`src/rtl/req_grant_arbiter_pkg.sv`:
```
// Shared types and default constants for the two-requester grant arbiter.
package arb_pkg;

  typedef enum logic [1:0] {
    IDLE  = 2'd0,
    WAIT  = 2'd1,
    GRANT = 2'd2
  } arb_state_t;

  localparam int MAX_HOLD_DEF = 8;
  localparam int CNT_W_DEF    = 8;

endpackage

```
`src/rtl/req_grant_arbiter_hold_timer.sv`:
```
// Counts cycles spent holding a grant and flags the cycle on which the
// maximum hold time is reached.
module hold_timer #(
  parameter int MAX_HOLD = 8
) (
  input  logic clk,
  input  logic rst_n,
  input  logic clear,
  input  logic enable,
  output logic expired
);

  logic [7:0] hold_cnt;

  // Expiry is flagged on the MAX_HOLD-th enabled cycle so the owner can
  // release the grant on that same edge.
  assign expired = enable && (hold_cnt == 8'(MAX_HOLD - 1));

  // Hold counter: clear dominates, then advance once per enabled cycle.
  always_ff @(posedge clk) begin
    if (!rst_n || clear) begin
      hold_cnt <= '0;
    end else if (enable) begin
      hold_cnt <= hold_cnt + 8'd1;
    end
  end

endmodule

```
`src/rtl/req_grant_arbiter.sv`:
```
// Two-requester round-robin arbiter with a fixed two-cycle request-to-grant
// latency, owner-only release, forced release after MAX_HOLD cycles and
// saturating per-requester grant counters.
module req_grant_arbiter
  import arb_pkg::*;
#(
  parameter int MAX_HOLD = MAX_HOLD_DEF,
  parameter int CNT_W    = CNT_W_DEF
) (
  input  logic             clk,
  input  logic             rst_n,
  input  logic [1:0]       req,
  input  logic [1:0]       done,
  output logic [1:0]       gnt,
  output logic             owner,
  output logic             busy,
  output logic             timeout,
  output logic [CNT_W-1:0] gnt_cnt0,
  output logic [CNT_W-1:0] gnt_cnt1
);

  arb_state_t state;
  logic       ptr;
  logic       expired;

  // Winner of an arbitration round: a sole requester wins outright, a tie
  // goes to the priority pointer.
  function automatic logic pick_winner(input logic [1:0] r, input logic p);
    if (r == 2'b11) begin
      return p;
    end
    return r[1];
  endfunction

  // Increment that sticks at the all-ones value instead of wrapping.
  function automatic logic [CNT_W-1:0] sat_inc(input logic [CNT_W-1:0] v);
    if (&v) begin
      return v;
    end
    return v + CNT_W'(1);
  endfunction

  hold_timer #(
    .MAX_HOLD (MAX_HOLD)
  ) u_hold_timer (
    .clk     (clk),
    .rst_n   (rst_n),
    .clear   (state != GRANT),
    .enable  (state == GRANT),
    .expired (expired)
  );

  // Arbitration FSM with all outputs registered alongside the state.
  // A release (done or expiry) hands priority to the requester that did
  // not just hold the grant.
  always_ff @(posedge clk) begin
    if (!rst_n) begin
      state    <= IDLE;
      gnt      <= 2'b00;
      owner    <= 1'b0;
      busy     <= 1'b0;
      timeout  <= 1'b0;
      ptr      <= 1'b0;
      gnt_cnt0 <= '0;
      gnt_cnt1 <= '0;
    end else begin
      timeout <= 1'b0;
      case (state)
        IDLE: begin
          if (req != 2'b00) begin
            owner <= pick_winner(req, ptr);
            state <= WAIT;
            busy  <= 1'b1;
          end
        end
        WAIT: begin
          if (req[owner]) begin
            state <= GRANT;
            gnt   <= owner ? 2'b10 : 2'b01;
            if (owner) begin
              gnt_cnt1 <= sat_inc(gnt_cnt1);
            end else begin
              gnt_cnt0 <= sat_inc(gnt_cnt0);
            end
          end else begin
            state <= IDLE;
            busy  <= 1'b0;
          end
        end
        GRANT: begin
          if (done[owner]) begin
            gnt   <= 2'b00;
            ptr   <= ~owner;
            state <= IDLE;
            busy  <= 1'b0;
          end else if (expired) begin
            gnt     <= 2'b00;
            ptr     <= ~owner;
            state   <= IDLE;
            busy    <= 1'b0;
            timeout <= 1'b1;
          end
        end
        default: begin
          state <= IDLE;
          gnt   <= 2'b00;
          busy  <= 1'b0;
        end
      endcase
    end
  end

endmodule

```
`config.mk`:
```
export PLATFORM = sky130hd
export DESIGN_NAME = req_grant_arbiter
export DESIGN_NICKNAME = d
export VERILOG_FILES = /design/src/rtl/req_grant_arbiter_pkg.sv /design/src/rtl/req_grant_arbiter_hold_timer.sv /design/src/rtl/req_grant_arbiter.sv
export SDC_FILE = /design/constraint.sdc
export NUM_CORES = 1
export LEC_CHECK = 0
export CORE_UTILIZATION = 25
export DETAILED_ROUTE_END_ITERATION = 7
export SYNTH_ARGS = -nofsm -noshare
export SYNTH_HDL_FRONTEND = slang
export SYNTH_SLANG_ARGS = --single-unit
```
`constraint.sdc`:
```
create_clock -name clk -period 4.3 [get_ports clk]
set_input_delay 0.645 -clock clk [delete_from_list [all_inputs] [get_ports clk]]
set_output_delay 0.645 -clock clk [all_outputs]
set_load 0.02 [all_outputs]
```
==> run summary, run 1 <==
The number of setup buffers added after CTS is 0. The area added between synthesis and finish came out at 25.8%. The number of global-route vias before repair is 1,154. The tree is rooted in a sky130_fd_sc_hd__clkbuf_8. The layout filler cell count came out at 616. The basic-gate share of the synthesized area counting and, or, nand and nor cells is 28.1%. The transition time of the tightest slew-check pin came out at 636 ps. After detailed routing, the number of vias per cell comes to about 4.7.

The start-to-end type of the worst setup path is in2reg. The maximum frequency from static timing analysis is 468 MHz. Buffers inserted to repair hold after CTS numbered 0. The share of the clock period used by the worst path after layout is 49.7%. The total track usage is a little over a tenth. The placed instances occupy a cell area of ~0.0018 mm^2.

The number of detailed-routing iterations run before antenna repair came out at 4. The clock arrives with 3.45 ps of skew. The final setup TNS is 0 ps. Summed over all nets, the half-perimeter wirelength after detailed placement is 2190 um. The total number of H-tree levels came out at 2. The area of the die came out at between 0.006 and 0.007 mm^2. The total of flip-flops plus latches after synthesis came out at 32. The placement row count is 28. The peak supply drop came out at 0.164 mV.

The flow ran to the end, and the final reports show no timing, DRC or antenna violations. At the worst endpoint, the arrival time is 2300 ps. Counting flops with a built-in enable in the synthesized netlist gives 0. Cells with a size suffix above 1 make up 7.81% of the layout. After global routing the overflow that remains totals 0. TritonCTS built the clock tree. The global-route wire length before repair is 5240 um. The count of endpoints failing setup in the final report is 0.

Each instance of the synthesized netlist takes up on average 9.29 um^2. The leakage power figure is 0.696 nW. In this run the tool buffered the top-level ports with 26 buffer cells. The number of hold violations in the final report came out at 0.

The total number of nets in the final design is approximately 200. The clock slew seen by the registers of the worst setup and hold paths came out at 60 ps. The total standard cell area after synthesis came out at between 0.0015 and 0.002 mm^2. The xor/xnor share of the synthesized area is approximately 5.7%. The synthesized net count came out at about 180.

In this run the count of I/O pins placed on the die edge is 27. The power per standard cell area is 309 mW/mm^2. In this run the remaining antenna-violating nets after routing total 0. The number of instances in the synthesized netlist came out at 166.

The buffer depth of the longest clock path is 2. The share of synthesized flip-flops with an asynchronous set or reset is 0%. Hold is met by 449 ps.

The clock buffer count from CTS is 5. The count of unresolved DRC violations after routing came out at 0. The maximum fanout along the worst path is 6. The total of max-cap violations came out at 0. The total non-filler cell area in the finished layout came out at around 0.0019 mm^2.

The total chip power came out at approximately 0.6 mW. The number of distinct library cells after synthesis came out at 43. The starting utilization of the core area came out at around a quarter. The portion of synthesized area spent on multiplexers is 4.55%.

The fraction of the mapped netlist area in compound gates came out at 13.8%. The endpoint required time on the critical path is ~4500 ps. For this design, the sink count on the clock tree is 32. The number of antenna violations at the first check in global routing is 0. After Yosys synthesis, full adders, half adders and majority gates account for about 2.4% of the synthesized area.

The main combinational cell family by area after synthesis is simple AND/OR/NAND/NOR gates. The standard cell core area is roughly 0.0059 mm^2. The antenna diode instance count came out at 0. Once the clock tree was built, the resizer swapped 0 gates to a different size. The routed via count came out at between 1,000 and 1,500. The share of the core filled with cells in the final layout is 32.8%. Sequential cells were found to cover 41.6% of the synthesized design area. STA classifies the critical path startpoint as an input pin. The category of the worst setup path capture point is a flip-flop. The chip height came out at ~81 um.

The average detailed-routed wire length per instance came out at 11.5 um. The final wirelength is 3060 um. The clock latency on the worst-skew pair came out at 270 ps. The first routing iteration left 74 violations. The count of final max-slew check failures came to 0. The overall die width came out at 80.5 um. The path class of the tightest hold or removal check is reg2reg. Setup repair after global routing left no endpoint under its margin. After layout, the minimum clock period comes to 2140 ps. The Yosys step of the flow raised 0 warnings. The most used flip-flop cell after synthesis is sky130_fd_sc_hd__dfxtp_1. The maximum number of pins on one net before global-route repair is 19.

The headroom to the max-slew limit came out at 57.5%. The placer's final routability congestion estimate is roughly 0.75.
kinds of logic (layout without fill, tap and decap cells):
group,count (synthesis),after routing
compound gates,26,26
xor+xnor,10,10
fa+ha+maj,3,3
buf+inv,9,35
flops,32,32
mux,7,7
simple gates,79,79
placed cells by master (no fill, tap or decap), types with 2 or more instances in the layout:
cell | synthesis | final
sky130_fd_sc_hd__nand2b_1 | 4 | 4
sky130_fd_sc_hd__o21a_1 | 4 | 4
sky130_fd_sc_hd__o21ai_0 | 3 | 3
sky130_fd_sc_hd__nor3_1 | 5 | 5
sky130_fd_sc_hd__a31oi_1 | 2 | 2
sky130_fd_sc_hd__xor2_1 | 9 | 9
sky130_fd_sc_hd__a21oi_1 | 4 | 4
sky130_fd_sc_hd__nand3_1 | 11 | 11
sky130_fd_sc_hd__ha_1 | 3 | 3
sky130_fd_sc_hd__o211ai_1 | 2 | 2
sky130_fd_sc_hd__and3_1 | 6 | 6
sky130_fd_sc_hd__mux2i_1 | 7 | 7
sky130_fd_sc_hd__nor4_1 | 4 | 4
sky130_fd_sc_hd__nor2_1 | 21 | 21
sky130_fd_sc_hd__o31ai_1 | 2 | 2
sky130_fd_sc_hd__clkdlybuf4s50_1 | 0 | 26
sky130_fd_sc_hd__clkbuf_8 | 1 | 7
sky130_fd_sc_hd__nand4_1 | 4 | 4
sky130_fd_sc_hd__dfxtp_1 | 32 | 32
sky130_fd_sc_hd__inv_1 | 2 | 2
sky130_fd_sc_hd__nand2_1 | 14 | 14
state kept, by name, indices dropped and copies added (netlist names):
register,count
gnt_cnt0,8
gnt_cnt1,8
u_hold_timer.hold_cnt,8
gnt,2
state,2
busy,1
owner,1
ptr,1
timeout,1
metal layers:
layer | GRT usage, % | share of wire [%]
met1 | 13.1 | 50
met5 | 0 | 0
met4 | 3.75 | 0.78
met3 | 3.30 | 3.9
met2 | 16.5 | 46
critical path, stage by stage:
cell	delay (ps)
sky130_fd_sc_hd__clkdlybuf4s50_1	570
sky130_fd_sc_hd__and4b_2	340
sky130_fd_sc_hd__nand4_4	120
sky130_fd_sc_hd__or4b_1	480
sky130_fd_sc_hd__o211a_1	140
where the power goes:
group,internal (mW),switching [mW],total [mW]
clock,0.142,0.100,0.242
sequential,0.302,0.00856,0.311
combinational,0.0225,0.0243,0.0469
layout make-up:
type	instances	area, um^2	share of cell area (%)
sequential	32	641	33.0
tap	75	93.8	4.84
multi-input combinational	125	841	43.4
timing repair buffer	26	260	13.4
inverter	2	7.51	0.387
clock buffer	7	96.3	4.97
path summary, 6_finish.rpt:
kind	slack, ps	cells after the start	startpoint	end
hold / removal	450	1	u_hold_timer.hold_cnt[0]	u_hold_timer.hold_cnt[0]
setup / recovery	2160	5	req[1]	gnt_cnt1[6]
setup reg to reg	2510	4	state[0]	gnt_cnt1[6]
hold reg to reg	450	1	u_hold_timer.hold_cnt[0]	u_hold_timer.hold_cnt[0]
Yosys cell counts, types with 2 or more instances:
| library cell | instances | share of area, % |
|---|---|---|
| sky130_fd_sc_hd__a31oi_1 | 2 | 0.81 |
| sky130_fd_sc_hd__nand3_1 | 11 | 3.6 |
| sky130_fd_sc_hd__nand2b_1 | 4 | 1.6 |
| sky130_fd_sc_hd__nor2_1 | 21 | 5.1 |
| sky130_fd_sc_hd__clkbuf_1 | 3 | 0.73 |
| sky130_fd_sc_hd__nor4_1 | 4 | 1.6 |
| sky130_fd_sc_hd__ha_1 | 3 | 2.4 |
| sky130_fd_sc_hd__buf_6 | 2 | 1.5 |
| sky130_fd_sc_hd__nor3_1 | 5 | 1.6 |
| sky130_fd_sc_hd__o31ai_1 | 2 | 0.97 |
| sky130_fd_sc_hd__o21a_1 | 4 | 1.9 |
| sky130_fd_sc_hd__nand2_1 | 14 | 3.4 |
| sky130_fd_sc_hd__inv_1 | 2 | 0.49 |
| sky130_fd_sc_hd__a21oi_1 | 4 | 1.3 |
| sky130_fd_sc_hd__nand4_1 | 4 | 1.6 |
| sky130_fd_sc_hd__o21ai_0 | 3 | 0.97 |
| sky130_fd_sc_hd__o211ai_1 | 2 | 0.97 |
| sky130_fd_sc_hd__dfxtp_1 | 32 | 42 |
| sky130_fd_sc_hd__and3_1 | 6 | 2.4 |
| sky130_fd_sc_hd__xor2_1 | 9 | 5.1 |
| sky130_fd_sc_hd__mux2i_1 | 7 | 4.5 |
stage by stage:
| step | std cells | setup WS, ps |
|---|---|---|
| 5_1_grt | 267 | 2100 |
| 2_1_floorplan | 166 | 2550 |
| 3_5_place_dp | 260 | 1870 |
| 4_1_cts | 267 | 2160 |
| 3_3_place_gp | 260 | 1880 |
| 6_report | 267 | 2160 |
No activity file was read; power rests on OpenSTA's default activity.
==> run 2, diff against run 1 <==
==> constraint.sdc (replaced) <==
create_clock -name clk -period 2.15 [get_ports clk]
set_input_delay 0.3225 -clock clk [delete_from_list [all_inputs] [get_ports clk]]
set_output_delay 0.3225 -clock clk [all_outputs]
set_load 0.02 [all_outputs]
==> run 2 against run 1 <==
Count of clock-buffer cells in the layout unchanged; clock power increased by 100%; sequential power increased by 97%; cell area increased by 1.9%; critical path type is now reg2out; critical endpoint is now gnt_cnt1[2]; largest power group unchanged.
==> run summary, run 2 (synthesis gave the netlist of run 1 again) <==
The minimum clock period after layout came out at 1750 ps. The count of pins on the block boundary came out at 27. The global-route wire length before repair is 5280 um.

The leakage power figure came out at ~0.72 nW. The remaining number of nets flagged by the antenna check after routing is 0. The number of antenna violations at the first check in global routing came out at 0. The register area is 641 um^2. For this block, the initial DRC count from the detailed router was just under 70. Across all hold checks on the routed design, the worst slack comes to 442 ps. The flow ran to the end, and the final reports show no timing, DRC or antenna violations. The count of buffers added on input and output ports is 26. After legalization and detailed placement, the total HPWL measured between 2000 and 2500 um. In this run the critical register-to-register path is launched from state[1]. The fraction of power consumed by sequential logic is 50.6%. Setup repair after global routing left no endpoint under its margin. The kind of cell with the highest combined delay on the critical path is buffers and inverters. The headroom to the max-slew limit came out at 69.6%.

The count of final max-slew check failures came out at 0. The count of endpoints failing setup in the final report came out at 0. The worst-path cell with the longest stage delay is sky130_fd_sc_hd__clkdlybuf4s50_1. The total number of nets in the final design is 206.

The chip height is slightly above 80 um. The endpoint arrival time on the critical path is approximately 1400 ps. The min-delay analysis places its worst path in the category reg2reg. The global route total overflow is 0. The switching power total came out at 0.270 mW. The number of hold violations in the final report came to 0. The post-cts resize count is 0.

The area growth from synthesis to layout is 28.2%. The most common cell after layout, fill and taps aside is sky130_fd_sc_hd__dfxtp_1. The largest registers in the layout are gnt_cnt0 (8), gnt_cnt1 (8), u_hold_timer.hold_cnt (8).

The number of setup buffers added after CTS is 0. The number of global-route vias before repair came out at 1,136. The total non-filler cell area in the finished layout is 0.00198 mm^2. The delay of the slowest cell on the worst path came out at 670 ps. Data on the critical path is required at its endpoint by 1830 ps. For the pin with the worst max-slew slack, the measured transition is ~450 ps. After clock tree synthesis, the clock-pin slew on the worst setup and hold paths is 60 ps. The routed via count is 1,312.

The signal on the critical path passes through clkdlybuf4s50_1. The share of final-layout standard cells stronger than drive strength 1 came out at 10.2%. The timing endpoint of the critical path is gnt_cnt1[2].

Tracing the worst setup path back leads to its startpoint at gnt_cnt1[2]. The antenna diode instance count came out at 0. The placed cell count came out at 265.

The standard cell core area is 0.00592 mm^2. The clock latency on the worst-skew pair is 280 ps. Of the total power, combinational logic draws 9.2%. The total of max-cap violations came out at 0.

The maximum fanout along the worst path is 6. The share of the clock period used by the worst path after layout is roughly 81%. The library cells used most frequently in the layout, excluding fill and tap cells, are sky130_fd_sc_hd__dfxtp_1, sky130_fd_sc_hd__clkdlybuf4s50_1, sky130_fd_sc_hd__nor2_1.

The buffer depth of the longest clock path came out at 2. Global routing used roughly 11% of the available tracks. In this run the power density over the cells is 613 mW/mm^2. Counting the fill cells in the layout gives roughly 610. The starting utilization of the core area came out at 26.0%. The placer's final routability congestion estimate is 0.740. The share of the core filled with cells in the final layout is 33.4%. The number of buffers and inverters on the critical path is 1. The number of buffers inserted by hold repair at cts is 0. The worst-case IR drop observed on VDD is 0.213 mV. Dividing the detail-routed via count by the number of cells gives 4.82.

The critical path is of the reg2out type. The maximum frequency from static timing analysis came out at 573 MHz. The count of unresolved DRC violations after routing is 0. The switching power share of the total came out at between 20% and 30%.

The clock skew after layout is 5.19 ps. For this run, the number of standard cells in the final layout without fillers is between 200 and 300. The overall die width came out at 80.5 um.

The endpoint of the lowest-slack register-to-register path is gnt_cnt1[6]. The total number of H-tree levels is 2. The register-to-register path setup slack came out at 510 ps. The average detailed-routed wire length per instance came out at 11.8 um. The clock root buffer is sky130_fd_sc_hd__clkbuf_8. STA classifies the critical path endpoint as an output port.

The multi-input combinational cell area came out at 841 um^2. The number of detailed-routing iterations run before antenna repair is 4. For this design, the sink count on the clock tree is 32. The number of clock buffers added by TritonCTS is 5. The total stage count of the critical path came out at 1. The final wirelength came out at 3200 um. The CTS tree is yes. The kind of start point of the critical path is a flip-flop. Internal power comes to 0.941 mW. Counting cells, the worst reg-to-reg path comes to 4. The fraction of power consumed by the clock network came out at roughly 40%. The area after detailed placement came out at roughly 0.0019 mm^2. The final setup TNS is 0 ps. The initialized floorplan defines 28 standard-cell rows. The die covers 0.00648 mm^2. Entering global routing, the biggest net connects 14 pins.
[run 2: metal layers]
layer	global-route usage [%]	wire, um
met2	17.1	1480
met3	4.20	167
met4	5.89	67
met1	12.4	1490
met5	0	0
[run 2: power by group through the flow]
stage / sequential (mW) / combinational [mW] / clock, mW
3_5_place_dp: 0.627 / 0.112 / 0
5_1_grt: 0.615 / 0.121 / 0.537
2_1_floorplan: 0.634 / 0.0646 / 0
3_3_place_gp: 0.627 / 0.111 / 0
6_report: 0.613 / 0.111 / 0.486
4_1_cts: 0.613 / 0.113 / 0.510
[run 2: through the flow]
stage,power (mW),worst slack (ps)
floorplan,0.698,411
global placement,0.738,159
detailed placement,0.739,140
CTS,1.24,409
global route,1.27,359
finish,1.21,404
[run 2: how the worst min path moves through the flow]
stage	endpoint	slack (ps)	start	cells after the start
final	u_hold_timer.hold_cnt[0]	440	u_hold_timer.hold_cnt[0]	1
after CTS	u_hold_timer.hold_cnt[0]	440	u_hold_timer.hold_cnt[0]	1
after global routing	u_hold_timer.hold_cnt[0]	450	u_hold_timer.hold_cnt[0]	1
after detailed placement	u_hold_timer.hold_cnt[0]	430	u_hold_timer.hold_cnt[0]	1
after floorplan	u_hold_timer.hold_cnt[0]	410	u_hold_timer.hold_cnt[0]	1
after global placement	u_hold_timer.hold_cnt[0]	430	u_hold_timer.hold_cnt[0]	1
[run 2: layout make-up]
type	count	area share [%]
Clock buffer	7	4.87
Inverter	2	0.380
Multi-Input combinational cell	125	42.5
Sequential cell	32	32.4
Tap cell	75	4.75
Timing Repair Buffer	31	15.1
